### config.mk
export PLATFORM = sky130hd
export DESIGN_NAME = sequence_generator_flat
export DESIGN_NICKNAME = d
export VERILOG_FILES = /design/src/rtl/seq_gen_pkg.sv /design/src/rtl/sequence_generator_if.sv /design/src/rtl/sequence_generator_piso.sv /design/src/rtl/sequence_generator.sv /design/src/flat_wrapper.sv
export SDC_FILE = /design/constraint.sdc
export NUM_CORES = 1
export LEC_CHECK = 0
export CORE_MARGIN = 5
export CORE_UTILIZATION = 55
export CTS_CLUSTER_SIZE = 40
export DETAILED_ROUTE_END_ITERATION = 16
export HOLD_SLACK_MARGIN = 0.06
export PLACE_DENSITY = 0.84
export RECOVER_POWER = 25
export SETUP_SLACK_MARGIN = 0.3
export SLEW_MARGIN = 30
export SYNTH_ARGS = -nofsm -noshare
export SYNTH_HDL_FRONTEND = slang
export SYNTH_SLANG_ARGS = --single-unit
export TNS_END_PERCENT = 1
### constraint.sdc
create_clock -name i_clock -period 4.58 [get_ports i_clock]
set_clock_uncertainty 0.2 [all_clocks]
set_input_delay 0.916 -clock i_clock [delete_from_list [all_inputs] [get_ports i_clock]]
set_output_delay 0.916 -clock i_clock [all_outputs]
set_load 0.03 [all_outputs]
### src/rtl/seq_gen_pkg.sv
// seq_gen_pkg: shared FSM state type and length-field width helper for the sequence generator
package seq_gen_pkg;
    typedef enum logic {IDLE = 1'b0, SEND = 1'b1} state_t;
    function automatic int lw_of(input int w);
        return $clog2(w + 1);
    endfunction
endpackage

### src/rtl/sequence_generator_if.sv
// sequence_generator_if: start handshake, frame control and serial output bundle
interface sequence_generator_if #(
    parameter int WIDTH = 8,
    parameter int LW    = seq_gen_pkg::lw_of(WIDTH)
);
    logic             i_clear;
    logic             i_start_valid;
    logic             o_start_ready;
    logic [WIDTH-1:0] i_pattern;
    logic [LW-1:0]    i_length;
    logic             i_repeat;
    logic             i_stop;
    logic             o_d;
    logic             o_d_valid;
    logic             o_d_last;
    modport master (
        output i_clear, i_start_valid, i_pattern, i_length, i_repeat, i_stop,
        input  o_start_ready, o_d, o_d_valid, o_d_last
    );
    modport slave (
        input  i_clear, i_start_valid, i_pattern, i_length, i_repeat, i_stop,
        output o_start_ready, o_d, o_d_valid, o_d_last
    );
endinterface

### src/rtl/sequence_generator_piso.sv
// piso_shift_reg: parallel-load, shift-right register presenting bit 0 as the serial output
module piso_shift_reg #(
    parameter int WIDTH = 8
) (
    input  logic             i_clock,
    input  logic             i_reset,
    input  logic             i_load,
    input  logic             i_shift,
    input  logic [WIDTH-1:0] i_data,
    output logic             o_bit
);
    logic [WIDTH-1:0] r_sr;
    always_ff @(posedge i_clock or posedge i_reset) begin
        if (i_reset) r_sr <= '0;
        else if (i_load) r_sr <= i_data;
        else if (i_shift) r_sr <= r_sr >> 1;
    end
    assign o_bit = r_sr[0];
endmodule

### src/rtl/sequence_generator.sv
// sequence_generator: serialises a captured pattern LSB first, optionally looping until stopped
module sequence_generator
    import seq_gen_pkg::*;
#(
    parameter int WIDTH = 8,
    parameter int LW    = lw_of(WIDTH)
) (
    input logic                 i_clock,
    input logic                 i_reset,
    sequence_generator_if.slave bus
);
    state_t           r_state, w_next;
    logic [WIDTH-1:0] r_pat;
    logic [LW-1:0]    r_len, r_cnt, w_len;
    logic             r_rep, r_stop;
    logic             w_accept, w_end, w_reload, w_load, w_bit;

    assign w_len    = (bus.i_length > LW'(WIDTH)) ? LW'(WIDTH) : bus.i_length;
    assign w_accept = bus.i_start_valid && (r_state == IDLE) && !bus.i_clear;
    assign w_end    = (r_state == SEND) && (r_cnt == r_len - LW'(1));
    // a stop seen on the final bit itself still prevents the reload
    assign w_reload = w_end && r_rep && !r_stop && !bus.i_stop && !bus.i_clear;
    assign w_load   = (w_accept && (w_len != '0)) || w_reload;

    always_ff @(posedge i_clock or posedge i_reset) begin
        if (i_reset) r_state <= IDLE;
        else r_state <= w_next;
    end

    always_comb begin
        w_next = bus.i_clear ? IDLE :
                 (r_state == IDLE) ? ((w_accept && (w_len != '0)) ? SEND : IDLE) :
                 ((w_end && !w_reload) ? IDLE : SEND);
    end

    always_comb begin
        bus.o_start_ready = (r_state == IDLE);
        bus.o_d_valid     = (r_state == SEND);
        bus.o_d           = (r_state == SEND) && w_bit;
        bus.o_d_last      = w_end;
    end

    always_ff @(posedge i_clock or posedge i_reset) begin
        if (i_reset) begin
            r_pat  <= '0;
            r_len  <= '0;
            r_rep  <= 1'b0;
            r_cnt  <= '0;
            r_stop <= 1'b0;
        end else begin
            if (w_accept) begin
                r_pat <= bus.i_pattern;
                r_len <= w_len;
                r_rep <= bus.i_repeat;
            end
            r_cnt  <= (bus.i_clear || w_load) ? '0 : (r_state == SEND) ? r_cnt + LW'(1) : r_cnt;
            r_stop <= (w_next == SEND) && (r_stop || ((r_state == SEND) && bus.i_stop));
        end
    end

    piso_shift_reg #(.WIDTH(WIDTH)) u_piso (
        .i_clock (i_clock),
        .i_reset (i_reset),
        .i_load  (w_load),
        .i_shift ((r_state == SEND) && !w_load),
        .i_data  (w_accept ? bus.i_pattern : r_pat),
        .o_bit   (w_bit)
    );
endmodule
### src/flat_wrapper.sv
// flat-port wrapper written by rule: the top's interface ports become plain ports
module sequence_generator_flat import seq_gen_pkg::*;
#(
    parameter int WIDTH = 8,
    parameter int LW    = lw_of(WIDTH)
)
  (i_clock, i_reset, bus_i_clear, bus_i_start_valid, bus_i_pattern, bus_i_length, bus_i_repeat, bus_i_stop, bus_o_start_ready, bus_o_d, bus_o_d_valid, bus_o_d_last);
  sequence_generator_if #(.WIDTH(WIDTH), .LW(LW)) bus_i ();
  input logic i_clock;
  input logic i_reset;
  input wire logic [$bits(bus_i.i_clear)-1:0] bus_i_clear;
  input wire logic [$bits(bus_i.i_start_valid)-1:0] bus_i_start_valid;
  input wire logic [$bits(bus_i.i_pattern)-1:0] bus_i_pattern;
  input wire logic [$bits(bus_i.i_length)-1:0] bus_i_length;
  input wire logic [$bits(bus_i.i_repeat)-1:0] bus_i_repeat;
  input wire logic [$bits(bus_i.i_stop)-1:0] bus_i_stop;
  output wire logic [$bits(bus_i.o_start_ready)-1:0] bus_o_start_ready;
  output wire logic [$bits(bus_i.o_d)-1:0] bus_o_d;
  output wire logic [$bits(bus_i.o_d_valid)-1:0] bus_o_d_valid;
  output wire logic [$bits(bus_i.o_d_last)-1:0] bus_o_d_last;
  assign bus_i.i_clear = bus_i_clear;
  assign bus_i.i_start_valid = bus_i_start_valid;
  assign bus_i.i_pattern = bus_i_pattern;
  assign bus_i.i_length = bus_i_length;
  assign bus_i.i_repeat = bus_i_repeat;
  assign bus_i.i_stop = bus_i_stop;
  assign bus_o_start_ready = bus_i.o_start_ready;
  assign bus_o_d = bus_i.o_d;
  assign bus_o_d_valid = bus_i.o_d_valid;
  assign bus_o_d_last = bus_i.o_d_last;
  sequence_generator #(.WIDTH(WIDTH), .LW(LW)) u_core (.i_clock(i_clock), .i_reset(i_reset), .bus(bus_i));
endmodule
# Yosys cells after proc, flatten, opt, wreduce, memory -nomap -nowiden
# Cells that the tools add are included.
word_totals:
  in_bits: 18
  word_cells: 46
  out_inout_bits: 4
  register_bits: 27
op_classes:
  n_reduce_logical: 24
  muxes: 10
  eq_ne: 1
  bitwise: 1
  add_sub_neg: 2
  order_cmp: 1
op_table:
  columns: ["op", "count"]
  rows:
  - ["2-to-1 mux 8 bit", 3]
  - ["logical AND 1 bit", 13]
  - ["2-to-1 mux 4 bit", 3]
  - ["zero test 1 bit", 5]
  - ["adder 4 x 1 -> 4 bit (second input constant)", 1]
  - ["== test 4 bit", 1]
  - ["> comparator 4 bit (second input constant)", 1]
  - ["2-to-1 mux 1 bit", 4]
  - ["nonzero test 2 bit", 2]
  - ["nonzero test 4 bit", 1]
  - ["subtractor 4 x 1 -> 4 bit (second input constant)", 1]
  - ["logical OR 1 bit", 3]
  - ["inverter 1 bit", 1]

# Longest topological paths before layout
depth:
  depth_word: 13
  mapped_depth: 7
  mapped_depth_nobuf: 6

# Modules after synthesis
# Synthesis repeated with hierarchy kept, for this count alone.
unflattened:
  hier_cells: 109
  area_unflattened_um2: 1345.0
modules_own_cells:
  columns: ["mod", "cells_each", "area_each_um2", "instances", "seq_area_each_um2"]
  rows:
  - ["sequence_generator", 74, 972.2, 1, 475.5]
  - ["piso_shift_reg", 35, 372.9, 1, 200.2]

# Least setup slack after synthesis
# No wires, ideal clock.
synth_path:
  kind: "register -> output"
  from: "register u_core.r_state, in the netlist u_core.bus.o_d_valid"
  to: "output bus_o_d_last"
  n_path_buf: 1
  path_stages_with_launch: 5
  slack_ns: 1.649
  arrival_time_ns: 1.815
  required_time_ns: 3.464
  path_cell_list: "dfrtp_1 -> buf_4 -> inv_1 -> nor3_1 -> and3_2"
synth_via:
  elab_chain_cells: 1
synth_rtl:
  columns: ["item", "line_no", "source"]
  rows:
  - ["start: declaration", "sequence_generator.sv:12", "state_t r_state, w_next;"]
  - ["start signal: assignment", "sequence_generator.sv:27", "else r_state <= w_next;"]
  - ["logical AND 1 bit", "sequence_generator.sv:20", "assign w_end = (r_state == SEND) && (r_cnt == r_len - LW'(1));"]
  - ["end: declaration", "flat_wrapper.sv:20", "output wire logic [$bits(bus_i.o_d_last)-1:0] bus_o_d_last;"]
# Every way passes these cells.

# Worst setup path in the final report
layout_path:
  from: "register u_core.r_len[0]"
  to: "output bus_o_d_last"
layout_via:
  elab_chain_cells: 3
layout_rtl:
  columns: ["item", "line_no", "source"]
  rows:
  - ["start: declaration", "sequence_generator.sv:14", "logic [LW-1:0] r_len, r_cnt, w_len;"]
  - ["start signal: assignment", "sequence_generator.sv:53", "r_len <= w_len;"]
  - ["subtractor 4 x 1 -> 4 bit", "sequence_generator.sv:20", null]
  - ["== test 4 bit", "sequence_generator.sv:20", null]
  - ["logical AND 1 bit", "sequence_generator.sv:20", null]
# Every way passes these cells.

==> flow_summary.toml <==
[outcome]
status = "completed"

[clock_tree]
clock_tree.buffer_depth = 2
cts_hold_buf = 0
clk_pin_slew_ns = 0.15
htree_levels = 1
clock_latency_ns = 0.33
root_buffer = "clkbuf_4"
cts_made_buffers = 3
cts_sinks = 27
post_cts_buffers = 0
cts_tree = "yes"
cts_resized = 0

[final_layout]
fin_cells = 173
most-common-layout-cells = "nand2_1 (34), dfrtp_1 (27), clkdlybuf4s50_1 (20)"
drive_gt1_share_pct = 8.28
area_growth_pct = 18.6
multi_input_area_um2 = 576
regArea_um2 = 676
num_antenna_cells = 0
fin_nets = 166
layout_commonest_cell = "nand2_1"
fill_cells = 188

[timing]
setup_viol = 0
drv_slew = 0
post-route-period-util_pct = 84.9
worst_slew_pin_slew_ns = 0.995
min_period_ns = 3.89
rsz0062_at_grt = "no"
final_hold_viol_count = 0
fmax_ghz = 0.257
slew_headroom_pct = 33.6
setup_tns_ns = 0

[logic_synthesis]
synth_seq_cells = 27
yosysWarnings = 0
syn_nets = 144
netlist_area_um2 = 1310
syn-instance-count = 124
ys_seq_area_share_pct = 51.6
synth.avg_cell_area_um2 = 10.6
ys_types = 33

[detailed_routing]
detail-route-antenna-nets = 0
post_drt_wl_per_cell_um = 14.8
via_per_inst = 5.52
drt_iter0_markers = 28
post-route-drc-count = 0
drt_wl_total_mm = 2.56
firstDrtPassIters = 4
via_count = 955

[place]
dpl.hpwl_mm = 1.80
dp.cells = 169
port_buffers = 21
place.gp.congestion = 0.783

[floorplanning]
start_util_pct = 58.7
core_um2 = 2230
die_y_um = 58.8
fp.dieArea_um2 = 3460
rows = 17
die_width_um = 58.8
ioPinCount = 22

[setup_path]
cp_data_arrival_time_ns = 2.77
r2r_slack_ns = 2.26
required_ns = 3.46
r2r-end = "u_core.u_piso.r_sr[5]$_DFFE_PP0P_"
cpPeakStageDelay_ns = 0.67
crit_path_max_fanout = 5
r2r_cells = 6
r2r_start = "u_core.r_len[0]$_DFFE_PP0P_"
cpMaxStageDelayCell = "clkdlybuf4s50_1"
cp-end-kind = "output port"
worstSetupPathType = "reg -> out"
cp-start-kind = "flop"
path_cells = "inv_1 -> ha_1 -> xnor2_1 -> nor3_1 -> and3_2 -> clkdlybuf4s50_1"

[hold_path]
hold_path_startpoint = "u_core.r_pat[1]$_DFF_PP0_"
whs_path_depth = 2
hold_class = "reg -> reg"
hold_end = "u_core.r_pat[1]$_DFF_PP0_"

[global_route]
grt_pass1_wl_mm = 4.45
grtUsageTotal_pct = 17.0
first_global_vias = 954
grt_max_degree = 28
overflow = 0
antenna_found_initial = 0

[flow_run]
drv_cap = 0

[power_and_ir_drop]
leakage_uw = 0.000717
ir_worst_vdd_v = 0.000253
cellPowerDensity_nw_per_um2 = 353
[state kept, by name, indices dropped and copies added (netlist names)]
signal,cells
u_core.r_pat,8
u_core.r_stop,1
u_core.r_rep,1
u_core.r_cnt,4
u_core.u_piso.r_sr,8
u_core.bus.o_d_valid,1
u_core.r_len,4
[cell type report]
cell class | count | area share [%]
Timing Repair Buffer | 22 | 14.0
Inverter | 5 | 1.21
Clock buffer | 3 | 1.45
Tap cell | 28 | 2.25
Multi-Input combinational cell | 87 | 37.0
Clock inverter | 1 | 0.564
Sequential cell | 27 | 43.5
[metrics by stage]
step,hold slack [ns],cell area (um^2),util (%),worst slack [ns],total power (uW)
2_1_floorplan,0.238,1310,-,1.65,403
3_3_place_gp,0.256,1520,68.2,1.17,438
3_5_place_dp,0.262,1520,68.2,1.08,443
4_1_cts,0.298,1550,69.6,0.681,554
5_1_grt,0.336,1550,69.6,0.523,587
6_report,0.296,1550,69.6,0.690,549
[worst max path at each step]
stage / from / to / slack [ns]
2_1_floorplan: u_core.bus.o_d_valid$_DFF_PP0_ / bus_o_d_last / 1.65
3_3_place_gp: u_core.r_len[0]$_DFFE_PP0P_ / bus_o_d_last / 1.17
3_5_place_dp: u_core.r_len[0]$_DFFE_PP0P_ / bus_o_d_last / 1.08
4_1_cts: u_core.r_len[0]$_DFFE_PP0P_ / bus_o_d_last / 0.68
5_1_grt: u_core.r_len[0]$_DFFE_PP0P_ / bus_o_d_last / 0.52
6_report: u_core.r_len[0]$_DFFE_PP0P_ / bus_o_d_last / 0.69
[routing by layer]
layer  vias up  share of wire (%)  global-route usage [%]
li1        474                  -                       -
met1       454                 47                    22.7
met2        23                 47                    26.3
met3         4                5.0                    6.14
met4         0               0.98                    4.21
met5         -                  0                       0
[critical path: cells and delay by family (launching register included)]
family / cells / cell delay (ns)
AND/OR/NAND/NOR: 2 / 0.84
buffers and inverters: 2 / 0.75
flip-flops: 1 / 0.42
adder cells (fa/ha/maj): 1 / 0.30
XOR/XNOR: 1 / 0.12
[where the power goes]
| group | internal [uW] | total, uW | switching [uW] |
|---|---|---|---|
| combinational | 71.1 | 139 | 67.9 |
| sequential | 279 | 300 | 21.1 |
| clock | 35.7 | 110 | 74.4 |
| total | 385 | 549 | 163 |
[cells in the mapped netlist (all sizes together)]
| cell | number | area (um^2) |
|---|---|---|
| nor3 | 6 | 30.0 |
| nand2 | 34 | 128 |
| and2 | 7 | 43.8 |
| o221a | 1 | 11.3 |
| a22o | 1 | 8.76 |
| buf | 5 | 40.0 |
| nor4 | 1 | 6.26 |
| nor2 | 1 | 3.75 |
| nor3b | 1 | 7.51 |
| a2111oi | 1 | 10.0 |
| or4b | 1 | 13.8 |
| a31oi | 2 | 27.5 |
| a211oi | 1 | 7.51 |
| xnor2 | 4 | 35.0 |
| o21a | 1 | 7.51 |
| nand3b | 3 | 22.5 |
| a31o | 2 | 17.5 |
| ha | 2 | 25.0 |
| and3 | 1 | 7.51 |
| inv | 5 | 18.8 |
| o21ai | 2 | 10.0 |
| nand4 | 1 | 6.26 |
| xor2 | 3 | 26.3 |
| a21oi | 1 | 5.00 |
| or3b | 1 | 8.76 |
| nor2b | 1 | 13.8 |
| a221o | 6 | 60.1 |
| mux2i | 1 | 10.0 |
| dfrtp | 27 | 676 |
| xnor3 | 1 | 22.5 |
[kinds of logic after synthesis]
group | share of synthesized area (%)
simple gates | 22.3
flops | 51.6
compound gates | 12.6
buf+inv | 4.49
xor+xnor | 6.40
fa+ha+maj | 1.91
mux | 0.764
Power figures use the tool's default switching activity.
